===== config.mk =====
export PLATFORM = sky130hd
export DESIGN_NAME = serial_link_apb_cfg_regs
export DESIGN_NICKNAME = d
export VERILOG_FILES = /design/src/rtl/serial_link_apb_cfg_regs.sv
export SDC_FILE = /design/constraint.sdc
export NUM_CORES = 1
export LEC_CHECK = 0
export ABC_AREA = 1
export CAP_MARGIN = 5
export CORE_MARGIN = 2
export CORE_UTILIZATION = 25
export CTS_CLUSTER_SIZE = 8
export DETAILED_ROUTE_END_ITERATION = 10
export GPL_TIMING_DRIVEN = 0
export PLACE_DENSITY = 0.83
export SETUP_SLACK_MARGIN = 0.15
export SLEW_MARGIN = 5
export SYNTH_ARGS = -nofsm -noshare
export SYNTH_HDL_FRONTEND = slang
export SYNTH_SLANG_ARGS = --single-unit

===== constraint.sdc =====
create_clock -name clk_i -period 1 [get_ports clk_i]
set_input_delay 0.25 -clock clk_i [delete_from_list [all_inputs] [get_ports clk_i]]
set_output_delay 0.25 -clock clk_i [all_outputs]
set_load 0.02 [all_outputs]

===== src/rtl/serial_link_apb_cfg_regs.sv =====
// APB completer for the serial link CTRL and ISOLATED registers.
// Adds programmable wait states and a clock-gating isolation interlock.
module serial_link_apb_cfg_regs #(
  parameter int          AddrWidth  = 32,
  parameter int          WaitCycles = 1,
  parameter logic [31:0] CtrlRstVal = 32'h300
) (
  input  logic                 clk_i,
  input  logic                 rst_i,
  input  logic [AddrWidth-1:0] paddr_i,
  input  logic                 psel_i,
  input  logic                 penable_i,
  input  logic                 pwrite_i,
  input  logic [31:0]          pwdata_i,
  input  logic [3:0]           pstrb_i,
  output logic                 pready_o,
  output logic [31:0]          prdata_o,
  output logic                 pslverr_o,
  output logic                 clk_ena_o,
  output logic                 link_rst_no,
  output logic                 axi_in_isolate_o,
  output logic                 axi_out_isolate_o,
  input  logic [1:0]           isolated_i
);

  localparam int CntW =
    (WaitCycles < 2) ? 1 : $clog2(WaitCycles + 1);
  localparam logic [CntW-1:0] CntLoad =
    CntW'((WaitCycles > 0) ? WaitCycles - 1 : 0);
  localparam logic [3:0] CtrlRst =
    {CtrlRstVal[9:8], CtrlRstVal[1:0]};

  typedef enum logic [1:0] {
    IDLE,
    SETUP,
    WAIT,
    RESP
  } state_e;

  state_e          r_state;
  logic [CntW-1:0] r_cnt;
  logic            r_write;
  logic            r_bad;
  logic [1:0]      r_off;
  logic [3:0]      r_wdata;
  logic [1:0]      r_strb;
  // Only the four implemented bits {9,8,1,0} are stored.
  logic [3:0]      r_ctrl;

  logic            w_resp;
  logic            w_addr_bad;
  logic            w_is_ctrl;
  logic            w_is_iso;
  logic [3:0]      w_ctrl_nxt;
  logic            w_lock_err;
  logic            w_commit;
  logic            w_unused;

  assign w_unused = ^{pwdata_i[31:10], pwdata_i[7:2],
                      paddr_i[1:0], pstrb_i[3:2]};

  if (AddrWidth > 4) begin : g_upper
    assign w_addr_bad = |paddr_i[AddrWidth-1:4];
  end else begin : g_no_upper
    assign w_addr_bad = 1'b0;
  end

  assign w_resp    = (r_state == RESP);
  assign w_is_ctrl = !r_bad && (r_off == 2'd0);
  assign w_is_iso  = !r_bad && (r_off == 2'd1);

  assign w_ctrl_nxt[3:2] =
    r_strb[1] ? r_wdata[3:2] : r_ctrl[3:2];
  assign w_ctrl_nxt[1:0] =
    r_strb[0] ? r_wdata[1:0] : r_ctrl[1:0];

  // Gating the clock needs both ports isolated and acknowledged.
  assign w_lock_err = r_ctrl[0] && !w_ctrl_nxt[0] &&
                      (!w_ctrl_nxt[2] || !w_ctrl_nxt[3] ||
                       (isolated_i != 2'b11));

  assign w_commit = w_resp && r_write && w_is_ctrl &&
                    !w_lock_err;

  assign pready_o = w_resp;

  always_comb begin
    prdata_o  = '0;
    pslverr_o = 1'b0;
    if (w_resp) begin
      unique case (1'b1)
        w_is_ctrl: begin
          pslverr_o = r_write && w_lock_err;
          if (!r_write)
            prdata_o = {22'b0, r_ctrl[3:2],
                        6'b0, r_ctrl[1:0]};
        end
        w_is_iso: begin
          pslverr_o = r_write;
          if (!r_write)
            prdata_o = {30'b0, isolated_i};
        end
        default: pslverr_o = 1'b1;
      endcase
    end
  end

  always_ff @(posedge clk_i or posedge rst_i) begin
    if (rst_i) begin
      r_state <= IDLE;
      r_cnt   <= '0;
      r_write <= 1'b0;
      r_bad   <= 1'b0;
      r_off   <= '0;
      r_wdata <= '0;
      r_strb  <= '0;
      r_ctrl  <= CtrlRst;
    end else begin
      unique case (r_state)
        IDLE: begin
          if (psel_i && !penable_i) begin
            r_state <= SETUP;
            r_write <= pwrite_i;
            r_bad   <= w_addr_bad;
            r_off   <= paddr_i[3:2];
            r_wdata <= {pwdata_i[9:8], pwdata_i[1:0]};
            r_strb  <= {pstrb_i[1], pstrb_i[0]};
          end
        end
        SETUP: begin
          if (!psel_i) begin
            r_state <= IDLE;
          end else if (penable_i) begin
            if (WaitCycles > 0) begin
              r_state <= WAIT;
              r_cnt   <= CntLoad;
            end else begin
              r_state <= RESP;
            end
          end
        end
        WAIT: begin
          if (!psel_i) begin
            r_state <= IDLE;
            r_cnt   <= '0;
          end else if (r_cnt == '0) begin
            r_state <= RESP;
          end else begin
            r_cnt <= r_cnt - 1'b1;
          end
        end
        RESP: begin
          r_state <= IDLE;
          if (w_commit)
            r_ctrl <= w_ctrl_nxt;
        end
        default: r_state <= IDLE;
      endcase
    end
  end

  assign clk_ena_o         = r_ctrl[0];
  assign link_rst_no       = r_ctrl[1];
  assign axi_in_isolate_o  = r_ctrl[2];
  assign axi_out_isolate_o = r_ctrl[3];

endmodule


## After elaboration in Yosys (flattened, before gate mapping)

Index checks and enable logic that the tools add are counted.

- $add $sub $neg: 1
- Equality and inequality tests: 10
- Muxes and demuxes: 19
- Reduce and logical (&&, ||, !) cells: 26

Operators with widths:

| operator | count |
|---|---|
| $mux W32 | 1 |
| $reduce_or A28 Y1 | 1 |
| $pmux W10 S2 | 1 |
| $mux W2 | 7 |
| $mux W10 | 1 |
| $logic_and A1 B1 Y1 | 9 |
| $reduce_and A3 Y1 | 3 |
| $ne A2 B2 Y1 const B | 4 |
| $pmux W2 S4 | 1 |
| $logic_not A1 Y1 | 6 |
| $mux W1 | 6 |
| $ne A3 B3 Y1 const B | 2 |
| $eq A2 B1 Y1 const B | 2 |
| $eq A2 B2 Y1 const B | 2 |
| $logic_not A2 Y1 | 2 |
| $pmux W1 S2 | 2 |
| $reduce_and A2 Y1 | 2 |
| $logic_or A1 B1 Y1 | 2 |
| $reduce_bool A2 Y1 | 1 |
| $sub A1 B1 Y1 const B | 1 |

- Register bits: 17
- Input bits: 75
- Logic and storage cells: 65

## Longest topological paths before layout

- Depth in word-level cells: 8
- Depth in mapped cells: 8

## Worst setup path after synthesis

Ideal clock, no wire load.

- Path type: register -> output
- Start: register r_state[1]
- End: output port prdata_o[0]
- Data arrival time: 1.128 ns
- Path slack: -0.378 ns
- Stages on the path, launching flop included: 5
- Path buffers: 0
- Path through: dfrtp_1 -> nand2_1 -> inv_1 -> nand2_1 -> a21oi_1

- Longest elaborated chain between the ends: 2

Ends and longest elaborated chain:

| element | line | text |
|---|---|---|
| start, declared | 40 | `state_e r_state;` |
| start signal, assigned | 110 | `r_state <= IDLE;` |
| start signal, assigned | 122 | `r_state <= SETUP;` |
| start signal, assigned | 132 | `r_state <= IDLE;` |
| $eq A2 B2 Y1 | 68 | `assign w_resp = (r_state == RESP);` |
| named net pready_o | 16 | `output logic pready_o,` |
| $mux W32 | 90 | `if (w_resp) begin` |
| end, declared | 17 | `output logic [31:0] prdata_o,` |

The timed path passes the listed nets, and every way through them passes these cells.

## Worst setup path in the final report

- Start: register r_bad
- End: output port prdata_o[1]

- Longest elaborated chain between the ends: 4
- Elaborated cells between the ends (all ways): 5

Ends and longest elaborated chain:

| element | line | text |
|---|---|---|
| start, declared | 43 | `logic r_bad;` |
| start signal, assigned | 124 | `r_bad <= w_addr_bad;` |
| $logic_not A1 Y1 * | 69, 70 |  |
| $logic_and A1 B1 Y1, on equally long branches | 70, 69 |  |
| $pmux W10 S2 * | 91 | `unique case (1'b1)` |
| $mux W32 * | 90 |  |

Every way passes the cells marked *; elsewhere a longest branch is shown, timed or not.

==> metrics.md <==
| Metric | Value |
|---|---|
| Status | `complete, but fails checks` |
| Violated checks | `negative setup slack` |
| Internal power | `1.453 mW` |
| Seq cells post-synth | `16` |
| Final Max Tran Viols | `0` |
| CP Data Required Time | `750 ps` |
| Share of post-route cells with drive strength above 1 | `0.4380` |
| Fmax | `0.6226 GHz` |
| Area of the multi-input gates | `709.4 um^2` |
| Nature of the critical path endpoint | `output port` |
| Crit path time final | `roughly 1600 ps` |
| Initial Utilization | `0.2567` |
| Placed cell areas | `1846 um^2` |
| Nets@finish | `about 330` |
| Pwr dens | `925.8 nW/um^2` |
| Area grow syn2layout | `100.9%` |
| Count of cell types in the netlist | `20` |
| Tcrit/Tclk final | `1.606` |
| Clock Path Buffers | `2` |
| Gpl congestion | `0.7480` |
| Vias post-DR | `1205` |
| H-tree lvl count | `1` |
| Synth top area share | `0.3178` |
| First-pass GRT wire length | `around 4.6 mm` |
| Largest net degree at the start of global routing | `17` |
| Reg2Reg Setup Slack | `-470 ps` |
| Most used cell along the critical path | `nor2_4` |
| Post-DP HPWL | `2.182 mm` |
| Synth area leaders | `dfrtp_1 (32%), buf_4 (19%), nand2_1 (17%), nor2_1 (7.8%), dfstp_2 (4.8%)` |
| Remaining Overflow, GRT | `0` |
| Max incr delay on CP | `410 ps` |
| Setup violations, final | `24` |
| Reg2reg path depth | `8` |
| Post-synthesis sequential area ratio | `0.3655` |
| IO Pins | `113` |
| First-pass iteration count of the detailed router | `4` |
| Critical path peak fanout | `2` |
| Placed insts | `about 290` |
| Clk root buf | `clkbuf_8` |
| Antenna violations before repair | `0` |
| Die footprint | `between 4000 and 5000 um^2` |
| CTS clock-pin slew for the worst setup and hold paths | `60 ps` |
| Row count | `24` |
| ANT nets after route | `0` |
| Post-Route WL | `~3.1 mm` |
| R2R Path Start | `r_bad` |
| Min-delay worst type | `input pin to asynchronous set/reset pin` |
| Hold Fails Final Rpt | `0` |
| Synth warnings | `0` |
| Clk pwr share | `0.275` |
| IO buf count | `52` |
| Core area | `between 4000 and 5000 um^2` |
| Final instance area | `2215 um^2` |
| Die Ht | `70.40 um` |
| Post-synthesis cell count | `around 160` |
| Post-Layout Cell Count | `310` |
| CTS sink count | `16` |
| Cell breakdown of the critical path | `nor2_4, inv_2, nor2_4, nand2_2, a21oi_4, buf_6` |
| Critical path arrival | `approximately 1400 ps` |
| Sequential power share | `0.386` |
| Fin Setup TNS | `-6512 ps` |
| DRT iter0 DRCs | `43` |
| Fin Hold WS | `319.3 ps` |
| Vias in the first global route | `1129` |
| Final Util | `0.5157` |
| Register Area | `402.9 um^2` |
| Post-synthesis cell area | `1102 um^2` |
| Residual DRC | `0` |
| Peak VDD IR | `0.4454 mV` |
| Filler cells | `396` |
| Max-capacitance violation count | `0` |
| Critical path startpoint category | `register` |
| Cts bufs inserted | `3` |
| Clock Latency Late Sink | `between 200 and 300 ps` |
| Comb pwr share | `0.340` |
| Biggest area consumer among synthesized cells | `dfrtp_1` |
| Routed length per placed instance | `9.868 um` |
| Mean post-synth cell area | `7.112 um^2` |
| Fin worst setup slack | `-606.1 ps` |
| Reg2Reg Capture Point | `r_ctrl[0]` |
| Worst Setup Path Type | `register to output port` |
| Via density per instance | `3.887` |
| Worst Skew | `0.8131 ps` |
| Lkg Pwr | `approximately 1.1 nW` |
| Switch share | `0.2916` |
| ANT cells | `0` |
| Global Route Usage Sum | `0.1161` |
| RSZ-0062 raised after global routing | `yes` |
| CP max stage cell | `dfrtp_1` |
| CTS tree | `yes` |
| CTS Hold Bufs | `0` |
| Die Wd | `70.40 um` |
| P_sw | `0.5979 mW` |
power groups by stage:
| stage | logic, mW | clock network (mW) | registers (mW) |
|---|---|---|---|
| after global placement | 0.536 | 0 | 0.791 |
| after detailed placement | 0.543 | 0 | 0.796 |
| after CTS | 0.621 | 0.581 | 0.783 |
| after floorplan | 0.340 | 0 | 0.786 |
| final | 0.696 | 0.563 | 0.791 |
| after global routing | 0.756 | 0.613 | 0.802 |
critical path, delay by kind of cell (launching register included):
| kind | cells | cell delay [ps] |
|---|---|---|
| AOI/OAI and AO/OA | 1 | 130 |
| buffers and inverters | 2 | 200 |
| DFF | 1 | 410 |
| and+or+nand+nor | 3 | 370 |
synth_stat cells (all sizes together):
library cell / count
conb: 1
nor2: 25
inv: 11
dfstp: 2
nor3: 2
buf: 29
o21ai: 4
a21oi: 4
dfrtp: 14
a211oi: 1
nand4: 4
nand2: 54
nand3: 4
state kept, by name (all words and copies together) (netlist names):
register / flops
r_ctrl: 4
r_off: 2
r_wdata: 4
r_write: 1
r_state: 2
r_strb: 2
r_bad: 1
what timing repair did:
action	in CTS	in global routing
cloned	1	0
setup endpoints to repair	25	40
endpoints found under the hold margin	0	0
buffers inserted	13	6
resized for setup	79	32
pin swaps	5	12
layer usage:
metal,up-vias,routed length [um],GRT usage
met2,44,1794,0.2338
met4,0,70,0.05769
met5,-,0,0
met3,5,207,0.01732
met1,525,986,0.1106
li1,631,-,-
how the worst max path moves through the flow:
stage / from / endpoint / slack [ps] / cells after the start
floorplan: r_ctrl[3] / pslverr_o / -270 / 5
global placement: isolated_i[1] / pslverr_o / -980 / 7
detailed placement: isolated_i[0] / pslverr_o / -1000 / 7
CTS: r_off[1] / prdata_o[0] / -590 / 6
global route: r_bad / prdata_o[1] / -670 / 6
finish: r_bad / prdata_o[1] / -610 / 6
placed cells by master, fill, tap and decap left out:
cell type | netlist | final
nand3_1 | 3 | 1
a211oi_2 | 0 | 1
inv_4 | 0 | 1
nand2_1 | 51 | 30
buf_6 | 1 | 19
conb_1 | 1 | 28
inv_2 | 1 | 3
nor2_2 | 2 | 2
a21oi_4 | 0 | 3
nand4_1 | 4 | 4
buf_4 | 28 | 39
a21oi_2 | 0 | 1
nor2_4 | 0 | 5
nor3_4 | 1 | 1
nand2_4 | 0 | 5
clkdlybuf4s50_1 | 0 | 40
inv_1 | 10 | 5
buf_2 | 0 | 1
clkinvlp_4 | 0 | 1
nand3_2 | 1 | 3
clkbuf_8 | 0 | 4
dfstp_2 | 2 | 2
nor2_1 | 23 | 18
inv_6 | 0 | 1
nor3_2 | 1 | 1
dlygate4sd2_1 | 0 | 2
o21ai_2 | 0 | 1
dfrtp_1 | 14 | 14
nand2_2 | 3 | 19
o21ai_1 | 1 | 3
layout make-up:
| type | count | share of cell area |
|---|---|---|
| multi-input combinational | 126 | 0.3203 |
| timing repair buffer | 72 | 0.3198 |
| sequential | 16 | 0.1819 |
| buffer | 29 | 0.1000 |
| tap | 52 | 0.02938 |
| clock buffer | 4 | 0.02486 |
| inverter | 11 | 0.02373 |
per-stage QoR:
| step | worst slack (ps) | total power [mW] |
|---|---|---|
| floorplan | -272.1 | 1.126 |
| global placement | -979.4 | 1.327 |
| detailed placement | -1001 | 1.339 |
| CTS | -586.2 | 1.985 |
| global route | -668.8 | 2.171 |
| finish | -606.1 | 2.050 |
cells by family after synthesis:
kind of cell,after synthesis,share of synthesized area
DFF,16,0.3655
and+or+nand+nor,89,0.3496
buffers and inverters,40,0.2384
other,1,0.003402
AOI/OAI and AO/OA,9,0.04313
Power figures use the tool's default switching activity.
